`src/rtl/wb_riot.sv`:
```
// Wishbone RIOT (6532-style): up to two I/O ports with DDRs, a prescaled interval
// timer that underflows into divide-by-1 countdown, a PA7 edge flag and a combined IRQ.
module wb_riot #(
    parameter int NUM_PORTS   = 2,
    parameter int PORT_W      = 8,
    parameter int TIMER_W     = 8,
    parameter int SYNC_STAGES = 2
) (
    input  logic                        clk_i,
    input  logic                        rst_ni,
    input  logic                        stb_i,
    input  logic                        we_i,
    input  logic [6:0]                  adr_i,
    input  logic [7:0]                  dat_i,
    output logic                        ack_o,
    output logic [7:0]                  dat_o,
    input  logic                        tick_i,
    input  logic [NUM_PORTS*PORT_W-1:0] port_i,
    output logic [NUM_PORTS*PORT_W-1:0] port_o,
    output logic [NUM_PORTS*PORT_W-1:0] port_oe,
    output logic                        irq_o
);
    logic [NUM_PORTS-1:0][PORT_W-1:0] r_sync [SYNC_STAGES];
    logic [NUM_PORTS-1:0][PORT_W-1:0] r_port_o, r_oe, w_pins, w_pval;
    logic                r_ack, r_pa7_d, r_edge_pol, r_edge_ie, r_edge_flag;
    logic                r_tim_flag, r_tim_ie;
    logic [7:0]          r_dat, w_rdata;
    logic [TIMER_W-1:0]  r_intim;
    logic [1:0]          r_div;
    logic [9:0]          r_presc, w_lim;
    logic                w_acc, w_wr, w_rd, w_rd_intim, w_rd_flags, w_wr_ectl, w_wr_tload;
    logic                w_edge, w_dec;

    assign w_acc      = stb_i & ~r_ack;
    assign w_wr       = w_acc & we_i;
    assign w_rd       = w_acc & ~we_i;
    assign w_rd_intim = w_rd & ((adr_i == 7'h04) || (adr_i == 7'h0C));
    assign w_rd_flags = w_rd & ((adr_i == 7'h05) || (adr_i == 7'h0D));
    assign w_wr_ectl  = w_wr & (adr_i[6:5] == 2'b00) & ~adr_i[4] & adr_i[2];
    assign w_wr_tload = w_wr & (adr_i[6:5] == 2'b00) & adr_i[4] & adr_i[2];

    assign w_pins = r_sync[SYNC_STAGES-1];
    assign w_edge = r_edge_pol ? (w_pins[0][PORT_W-1] & ~r_pa7_d)
                               : (~w_pins[0][PORT_W-1] & r_pa7_d);

    always_ff @(posedge clk_i or negedge rst_ni) begin
        if (!rst_ni) begin
            for (int s = 0; s < SYNC_STAGES; s++) r_sync[s] <= '0;
            r_pa7_d <= 1'b0;
        end else begin
            r_sync[0] <= port_i;
            for (int s = 1; s < SYNC_STAGES; s++) r_sync[s] <= r_sync[s-1];
            r_pa7_d <= w_pins[0][PORT_W-1];
        end
    end

    // Output bits show the driven value, input bits show the synchronised pin.
    always_comb begin
        for (int k = 0; k < NUM_PORTS; k++)
            w_pval[k] = (r_port_o[k] & r_oe[k]) | (w_pins[k] & ~r_oe[k]);
    end

    always_comb begin
        w_rdata = 8'h00;
        for (int k = 0; k < NUM_PORTS; k++) begin
            if (adr_i == 7'(2*k))     w_rdata = 8'(w_pval[k]);
            if (adr_i == 7'(2*k + 1)) w_rdata = 8'(r_oe[k]);
        end
        if ((adr_i == 7'h04) || (adr_i == 7'h0C)) w_rdata = 8'(r_intim);
        if ((adr_i == 7'h05) || (adr_i == 7'h0D)) w_rdata = {r_tim_flag, r_edge_flag, 6'b0};
    end

    always_ff @(posedge clk_i or negedge rst_ni) begin
        if (!rst_ni) begin
            r_ack <= 1'b0;
            r_dat <= 8'h00;
        end else begin
            r_ack <= w_acc;
            if (w_rd) r_dat <= w_rdata;
        end
    end

    always_ff @(posedge clk_i or negedge rst_ni) begin
        if (!rst_ni) begin
            r_port_o <= '0;
            r_oe     <= '0;
        end else if (w_wr) begin
            for (int k = 0; k < NUM_PORTS; k++) begin
                if (adr_i == 7'(2*k))     r_port_o[k] <= dat_i[PORT_W-1:0];
                if (adr_i == 7'(2*k + 1)) r_oe[k]     <= dat_i[PORT_W-1:0];
            end
        end
    end

    always_comb begin
        case (r_div)
            2'd0:    w_lim = 10'd0;
            2'd1:    w_lim = 10'd7;
            2'd2:    w_lim = 10'd63;
            default: w_lim = 10'd1023;
        endcase
    end
    assign w_dec = tick_i & (r_presc == w_lim);

    // Underflow drops to divide-by-1 until software reloads the timer.
    always_ff @(posedge clk_i or negedge rst_ni) begin
        if (!rst_ni) begin
            r_intim    <= '0;
            r_div      <= 2'd0;
            r_presc    <= '0;
            r_tim_flag <= 1'b0;
            r_tim_ie   <= 1'b0;
        end else if (w_wr_tload) begin
            r_intim    <= dat_i[TIMER_W-1:0];
            r_div      <= adr_i[1:0];
            r_tim_ie   <= adr_i[3];
            r_presc    <= '0;
            r_tim_flag <= 1'b0;
        end else begin
            if (tick_i) r_presc <= w_dec ? 10'd0 : r_presc + 10'd1;
            if (w_rd_intim) r_tim_flag <= 1'b0;
            if (w_dec) begin
                if (r_intim == '0) begin
                    r_intim    <= '1;
                    r_tim_flag <= 1'b1;
                    r_div      <= 2'd0;
                end else begin
                    r_intim <= r_intim - TIMER_W'(1);
                end
            end
        end
    end

    always_ff @(posedge clk_i or negedge rst_ni) begin
        if (!rst_ni) begin
            r_edge_pol  <= 1'b0;
            r_edge_ie   <= 1'b0;
            r_edge_flag <= 1'b0;
        end else begin
            if (w_wr_ectl) begin
                r_edge_pol <= adr_i[0];
                r_edge_ie  <= adr_i[1];
            end
            if (w_rd_flags) r_edge_flag <= 1'b0;
            if (w_edge)     r_edge_flag <= 1'b1;
        end
    end

    assign ack_o   = r_ack;
    assign dat_o   = r_dat;
    assign port_o  = r_port_o;
    assign port_oe = r_oe;
    assign irq_o   = (r_tim_flag & r_tim_ie) | (r_edge_flag & r_edge_ie);
endmodule

```
`config.mk`:
```
export PLATFORM = sky130hd
export DESIGN_NAME = wb_riot
export DESIGN_NICKNAME = d
export VERILOG_FILES = /design/src/rtl/wb_riot.sv
export SDC_FILE = /design/constraint.sdc
export NUM_CORES = 1
export LEC_CHECK = 0
export CAP_MARGIN = 5
export CORE_AREA = 3 3 108 110
export CTS_CLUSTER_SIZE = 30
export DETAILED_ROUTE_END_ITERATION = 10
export DIE_AREA = 0 0 111 113
export DONT_BUFFER_PORTS = 1
export PLACE_DENSITY_LB_ADDON = 0.05
export REMOVE_ABC_BUFFERS = 1
export SKIP_LAST_GASP = 1
export SLEW_MARGIN = 20
export SYNTH_ARGS = -nofsm -noshare
export SYNTH_HDL_FRONTEND = slang
export SYNTH_SLANG_ARGS = --single-unit
```
`constraint.sdc`:
```
create_clock -name clk_i -period 1.9 [get_ports clk_i]
set_input_delay 0.38 -clock clk_i [delete_from_list [all_inputs] [get_ports clk_i]]
set_output_delay 0.38 -clock clk_i [all_outputs]
set_load 0.1 [all_outputs]
```
==> metrics.csv, run 1 <==
stage;metric;value;unit
detailed_routing;routed vias;3188;
detailed_routing;drt wl/cell;17.7;um
floorplanning;Chip Height;113;um
flow_run;MaxCap Viol Count;0;
global_routing;first-pass GRT wire length;17700;um
worst_setup_path;startpoint types;flop;
yosys;Async SR Flop Fraction;100;%
sta;Hold WS;-0.319;ns
final_layout;P&R area growth vs syn;24.2;%
place;dpl ws;-0.110;ns
place;routability cong.;0.845;
sta;final setup violation count;1;
worst_setup_path;CP Class;flop to flop;
floorplanning;die area;12500;sq um
yosys;synthesized instance count;386;
power;Max IR drop VDD;0.000613;V
sta;fin crit share;101;%
power;Pwr Total;0.00521;W
worst_setup_path;critical path depth;6;
yosys;area leader, netlist;dfrtp_1;
yosys;Synth warnings;0;
final_layout;fill cell count;996;
sta;Worst-Margin Slew;0.420;ns
floorplanning;Die X;111;um
yosys;Yosys reg bits;99;
run_status;status;finished with violations;
sta;RSZ-0062 raised after global routing;yes;
final_layout;area occupied by multi-input gates;1760;sq um
sta;highest clock rate;521;MHz
sta;Slew HR;72.0;%
yosys;top_reg_cell synth;dfrtp_1;
clock_network;# hold bufs at CTS;16;
place;Final HPWL DP;7250;um
clock_network;CTS buffer count;9;
worst_setup_path;FF-to-FF End;r_intim[4]$_DFFE_PN0P_;
clock_network;clock transition at the registers of the reported paths;0.10;ns
floorplanning;effective utilization at floorplan;39.9;%
worst_setup_path;R2R setup slack;-0.02;ns
global_routing;initial antenna violation count;0;
min_path;Min-Delay Path Class;input port to asynchronous set/reset pin;
worst_setup_path;reg-to-reg startpoint;r_presc[3]$_DFFE_PN0P_;
detailed_routing;DRC viols;0;
clock_network;htree depth;3;
clock_network;clock root cell;clkbuf_8;
detailed_routing;routed wire length;10900;um
clock_network;clk sinks;99;
floorplanning;num rows;38;
worst_setup_path;worst-case reg-to-reg path depth;6;
detailed_routing;Avg Vias per Cell;5.19;
global_routing;Total Routing Usage GR;18.1;%
power;pwr/cell area;973;nW/um^2
sta;Period minus WS final;1.92;ns
place;port bufs;0;
worst_setup_path;worst path cell trace;nor4_2, a21oi_2, or3_4, buf_4, a211o_1, a31oi_1;
yosys;Synth Cell Area;4310;sq um
clock_network;clk_lat worst skew;0.38;ns
detailed_routing;Starting DRT DRC Count;209;
yosys;Avg Inst Size Synth;11.2;sq um
sta;hold violation total from the final report;99;
worst_setup_path;CP startpoint;r_presc[3]$_DFFE_PN0P_;
sta;clk_skew;0.0105;ns
run_status;violated checks;hold timing, setup timing;
worst_setup_path;critical path endpoint category;flop;
global_routing;pin count of the biggest net entering global routing;100;
floorplanning;Ports;78;
yosys;top-count cell post-synth;dfrtp_1;
yosys;Synth top cells by count;dfrtp_1 (99), nand2_1 (40), mux2_2 (33);
final_layout;FF+latch area;2480;sq um
yosys;Synth cell types;50;
worst_setup_path;worst setup path end;r_intim[4]$_DFFE_PN0P_;
worst_setup_path;CP max stage delay;0.49;ns
worst_setup_path;WP data required;2.21;ns
detailed_routing;TritonRoute pass-1 iters;4;
yosys;Yosys top cell area share;57.5;%
power;Leakage;2.50;nW
worst_setup_path;Bufs and invs on worst path;1;
worst_setup_path;Worst Path Arrival;2.23;ns
floorplanning;CORE AREA;10800;sq um
worst_setup_path;slowest stage cell, crit path;dfrtp_2;
sta;Slew Viols, Final;0;
detailed_routing;Post-DRT Antenna Nets;0;
final_layout;post-layout util;49.6;%
final_layout;# diodes;0;
global_routing;GRT Residual Overflow;0;
global_routing;vias in the first global route;3308;
final_layout;fraction of layout cells with a size suffix above 1;29.3;%
final_layout;Final #Nets;508;
yosys;register area share after synthesis;57.5;%
yosys;largest cells by area after synthesis;dfrtp_1 (57%), mux2_2 (8.6%), nand2_1 (3.5%), nor2_1 (2.8%), o21ai_0 (2.7%);
worst_setup_path;Top delay family on crit path;simple AND/OR/NAND/NOR gates;
clock_network;CTS Buffer Depth;2;
sta;PnR worst setup slack;-0.0208;ns
yosys;EDFF count, synth;0;
worst_setup_path;Max FO, Critical Path;9;
clock_network;CTS tree;yes;
-- state kept, by name, indices dropped and copies added, names as in the netlist --
name / flops
r_intim: 8
port_oe: 16
r_div: 2
r_tim_flag: 1
r_edge_ie: 1
r_edge_pol: 1
r_edge_flag: 1
ack_o: 1
r_pa7_d: 1
dat_o: 8
port_o: 16
r_sync: 32
r_tim_ie: 1
r_presc: 10
-- per-stage QoR --
| step | TNS, ns | std cells | cell area, sq um |
|---|---|---|---|
| global placement | -1.01 | 578 | 4920 |
| CTS | 0 | 613 | 5330 |
| finish | -0.0208 | 614 | 5350 |
| floorplan | -14.54 | 366 | 4210 |
| global route | -0.414 | 614 | 5350 |
| detailed placement | -1.25 | 578 | 4920 |
-- routing by layer --
layer / wire length [um] / track usage, %
met4: 124 / 4.68
met2: 5500 / 31.2
met1: 4730 / 22.2
met5: 0 / 0
met3: 504 / 5.61
-- cell type report --
| cell class | instances | area share, % |
|---|---|---|
| inverter | 3 | 0.210 |
| timing repair buffer | 92 | 13.6 |
| tap | 140 | 3.27 |
| multi-input combinational | 264 | 32.8 |
| clock buffer | 10 | 2.38 |
| clock inverter | 6 | 1.33 |
| sequential | 99 | 46.3 |
-- cells by family after synthesis --
logic type | share of synthesized area, %
xor gates and xnor gates | 1.63
DFF | 57.5
muxes | 9.32
buffers and inverters | 2.67
adders and majority gates | 0.871
AOI/OAI and AO/OA | 13.3
and+or+nand+nor | 14.7
-- layout by cell type, fill, tap and decap left out, types with 10 or more instances in the layout --
| cell | count |
|---|---|
| buf_4 | 76 |
| dfrtp_1 | 96 |
| o31ai_1 | 10 |
| a21oi_1 | 20 |
| o21ai_0 | 22 |
| mux2_2 | 33 |
| nand3_1 | 10 |
| nand2_1 | 39 |
| nor2_1 | 32 |
| dlygate4sd3_1 | 16 |
-- power breakdown --
group | switching [W] | internal (W) | total (W) | leakage [nW]
Combinational | 0.000727 | 0.000520 | 0.00125 | 1.13
Sequential | 0.000232 | 0.00233 | 0.00256 | 1.27
Clock | 0.000778 | 0.000626 | 0.00140 | 0.0992
-- how the worst min path moves through the flow --
stage | slack [ns] | depth (start not counted) | from | endpoint
after detailed placement | 0.09 | 0 | rst_ni | r_edge_pol$_DFFE_PN0P_
after global routing | -0.35 | 0 | rst_ni | r_sync[15]$_DFF_PN0_
after global placement | 0.09 | 0 | rst_ni | r_pa7_d$_DFF_PN0_
after floorplan | 0.08 | 0 | rst_ni | ack_o$_DFF_PN0_
after CTS | -0.34 | 0 | rst_ni | port_o[15]$_DFFE_PN0P_
final | -0.32 | 0 | rst_ni | dat_o[7]$_DFFE_PN0N_
-- timing repair --
action                                  in CTS  in global routing
setup buffers                                3                  1
resized for setup                            8                  4
pin swaps                                    4                  0
endpoints found under the setup margin      10                 16
hold endpoints to repair                   115                 99
Power figures use the tool's default switching activity.
==> run 2, diff against run 1 <==
--- a/config.mk
+++ b/config.mk
@@ -6,15 +6,15 @@
 export NUM_CORES = 1
 export LEC_CHECK = 0
 export CAP_MARGIN = 5
-export CORE_AREA = 3 3 108 110
+export CORE_AREA = 3 3 115 117
 export CTS_CLUSTER_SIZE = 30
 export DETAILED_ROUTE_END_ITERATION = 10
-export DIE_AREA = 0 0 111 113
+export DIE_AREA = 0 0 118 120
 export DONT_BUFFER_PORTS = 1
 export PLACE_DENSITY_LB_ADDON = 0.05
 export REMOVE_ABC_BUFFERS = 1
 export SKIP_LAST_GASP = 1
-export SLEW_MARGIN = 20
+export SLEW_MARGIN = 40
 export SYNTH_ARGS = -nofsm -noshare
 export SYNTH_HDL_FRONTEND = slang
 export SYNTH_SLANG_ARGS = --single-unit
==> run 2 against run 1 <==
The run ends with hold timing left. Sequential cell count did not move. Non-clock buffer count down 15. Global-route usage shrank 1.5 points. Sequential power barely moved. Routed wire length increased by 4.9%. Setup slack improved by 0.042 ns. Combinational power hardly changed. Critical path depth shrank 1. Sequential share of layout area about the same. Register-to-register slack gained 0.04 ns. Hold slack improved by 0.042 ns. Critical path type unchanged. Largest cell class unchanged. Highest routed layer unchanged.
==> metrics.csv, run 2 (same netlist as run 1, synthesis figures left out) <==
stage;metric;value;unit;change
run_status;status;finished with violations;;unchanged
run_status;violated checks;hold timing;;was hold timing, setup timing
worst_setup_path;Max FO, Critical Path;8;;was 9
clock_network;CTS buffer count;9;;unchanged
clock_network;clk sinks;99;;unchanged
floorplanning;num rows;41;;was 38
floorplanning;Ports;78;;unchanged
place;Final HPWL DP;7660;um;was 7250 um
sta;Slew HR;70.3;%;was 72.0%
worst_setup_path;slowest stage cell, crit path;dfrtp_2;;unchanged
sta;Hold WS;-0.276;ns;was -0.319 ns
final_layout;Largest Register;r_sync;;unchanged
sta;hold violation total from the final report;99;;unchanged
clock_network;htree depth;3;;unchanged
sta;Period minus WS final;1.88;ns;was 1.92 ns
clock_network;CTS tree;yes;;unchanged
sta;PnR worst setup slack;0.0212;ns;was -0.0208 ns
power;Max IR drop VDD;0.000458;V;was 0.000613 V
flow_run;MaxCap Viol Count;0;;unchanged
final_layout;P&R area growth vs syn;24.2;%;about the same
floorplanning;effective utilization at floorplan;34.6;%;was 39.9%
worst_setup_path;FF-to-FF End;r_intim[6]$_DFFE_PN0P_;;was r_intim[4]$_DFFE_PN0P_
sta;highest clock rate;532;MHz;was 521 MHz
sta;Worst-Margin Slew;0.442;ns;was 0.420 ns
floorplanning;die area;14200;sq um;was 12500 sq um
detailed_routing;Avg Vias per Cell;5.03;;was 5.19
global_routing;initial antenna violation count;0;;unchanged
final_layout;# diodes;0;;unchanged
sta;total negative slack;0;ns;was -0.0208 ns
detailed_routing;DRC viols;0;;unchanged
global_routing;GRT Residual Overflow;0;;unchanged
detailed_routing;Post-DRT Antenna Nets;0;;unchanged
sta;clk_skew;0.00551;ns;was 0.0105 ns
sta;fin crit share;98.9;%;was 101%
detailed_routing;routed vias;3160;;was 3188
floorplanning;Chip Height;120;um;was 113 um
worst_setup_path;Worst Path Arrival;2.11;ns;was 2.23 ns
power;Leakage;2.48;nW;was 2.50 nW
global_routing;first-pass GRT wire length;18100;um;was 17700 um
power;pwr/cell area;1050;nW/um^2;was 973 nW/um^2
worst_setup_path;CP Class;flop to flop;;unchanged
floorplanning;CORE AREA;12500;sq um;was 10800 sq um
detailed_routing;Starting DRT DRC Count;164;;was 209
sta;Slew Viols, Final;0;;unchanged
final_layout;fraction of layout cells with a size suffix above 1;30.9;%;was 29.3%
clock_network;clock transition at the registers of the reported paths;0.07;ns;was 0.10 ns
place;dpl ws;-0.101;ns;was -0.110 ns
place;routability cong.;0.811;;was 0.845
final_layout;Final #Nets;493;;was 508
sta;RSZ-0062 raised after global routing;yes;;unchanged
final_layout;commonest non-fill, non-tap cells in the layout;dfrtp_1 (95), buf_4 (76), nand2_1 (38);;was dfrtp_1 (96), buf_4 (76), nand2_1 (39)
floorplanning;Die X;118;um;was 111 um
min_path;Min-Delay Path Class;input port to asynchronous set/reset pin;;unchanged
clock_network;CTS Buffer Depth;2;;unchanged
detailed_routing;routed wire length;11400;um;was 10900 um
global_routing;Total Routing Usage GR;16.6;%;was 18.1%
global_routing;pin count of the biggest net entering global routing;100;;unchanged
worst_setup_path;reg-to-reg startpoint;r_presc[3]$_DFFE_PN0P_;;unchanged
worst_setup_path;critical path endpoint category;flop;;unchanged
worst_setup_path;R2R setup slack;0.02;ns;was -0.02 ns
worst_setup_path;worst path cell trace;a211oi_2, o21ai_2, or3_4, or3_1, a31o_1;;was nor4_2, a21oi_2, or3_4, buf_4, a211o_1, a31oi_1
place;port bufs;0;;unchanged
final_layout;most common cell after layout, fill and taps aside;dfrtp_1;;unchanged
detailed_routing;drt wl/cell;18.1;um;was 17.7 um
worst_setup_path;WP data required;2.13;ns;was 2.21 ns
worst_setup_path;worst-case reg-to-reg path depth;5;;was 6
sta;final setup violation count;0;;was 1
global_routing;vias in the first global route;3177;;was 3308
clock_network;clk_lat worst skew;0.35;ns;was 0.38 ns
worst_setup_path;CP max stage delay;0.47;ns;was 0.49 ns
detailed_routing;TritonRoute pass-1 iters;4;;unchanged
worst_setup_path;startpoint types;flop;;unchanged
final_layout;Largest register FFs;32;;unchanged
clock_network;clock root cell;clkbuf_16;;was clkbuf_8
run 2: changes by cell type in the layout (fill, tap and decap cells not counted), moves of 2 or more:
cell	delta
nand2_2	+2
dlygate4sd3_1	-16
clkbuf_8	-7
inv_6	-2
clkbuf_16	+9
run 2: how the worst max path moves through the flow:
stage,start,endpoint,cells after the start
6_report,r_presc[3]$_DFFE_PN0P_,r_intim[6]$_DFFE_PN0P_,5
3_3_place_gp,adr_i[5],port_oe[13]$_DFFE_PN0P_,6
3_5_place_dp,r_presc[2]$_DFFE_PN0P_,r_intim[6]$_DFFE_PN0P_,5
4_1_cts,r_presc[1]$_DFFE_PN0P_,r_intim[4]$_DFFE_PN0P_,6
5_1_grt,r_presc[3]$_DFFE_PN0P_,r_intim[6]$_DFFE_PN0P_,5
2_1_floorplan,adr_i[5],port_o[15]$_DFFE_PN0P_,5
run 2: critical path: cells and delay by family (launching register included):
kind	cells	cell delay (ns)
AND/OR/NAND/NOR	2	0.71
AO/OA/AOI/OAI	3	0.59
flip-flops	1	0.47
run 2: metal layers:
metal	global-route usage (%)	share of wire (%)
met5	0	0
met4	7.33	2.2
met3	4.05	5.5
met2	26.4	47
met1	21.7	46
run 2: area by class of cell:
| class | count | area (sq um) |
|---|---|---|
| fill | 1220 | 7110 |
| sequential | 99 | 2480 |
| multi-input combinational | 264 | 1770 |
| timing repair buffer | 77 | 586 |
| clock buffer | 11 | 253 |
| tap | 172 | 215 |
| clock inverter | 2 | 37.5 |
| inverter | 3 | 11.3 |
run 2: metrics by stage:
stage / hold slack [ns] / total power [W] / util (%) / area, sq um / cells
final: -0.276 / 0.00565 / 43.0 / 5360 / 628
after global routing: -0.291 / 0.00594 / 43.0 / 5360 / 628
after CTS: -0.291 / 0.00565 / 42.5 / 5290 / 625
after detailed placement: 0.0877 / 0.00374 / 39.9 / 4970 / 611
after global placement: 0.0877 / 0.00373 / 39.9 / 4970 / 611
after floorplan: 0.0844 / 0.00335 / - / 4210 / 366
run 2: repair_timing:
action	CTS	global route
endpoints found under the hold margin	99	99
pin swaps	4	8
endpoints found under the setup margin	10	16
setup buffers	1	3
resized for setup	8	11
run 2: where the power goes:
part / internal, W / switching [W] / leakage, nW / total, W
logic: 0.000504 / 0.000738 / 1.08 / 0.00124
registers: 0.00233 / 0.000235 / 1.26 / 0.00257
clock network: 0.00107 / 0.000770 / 0.140 / 0.00184
total: 0.00391 / 0.00174 / 2.48 / 0.00565
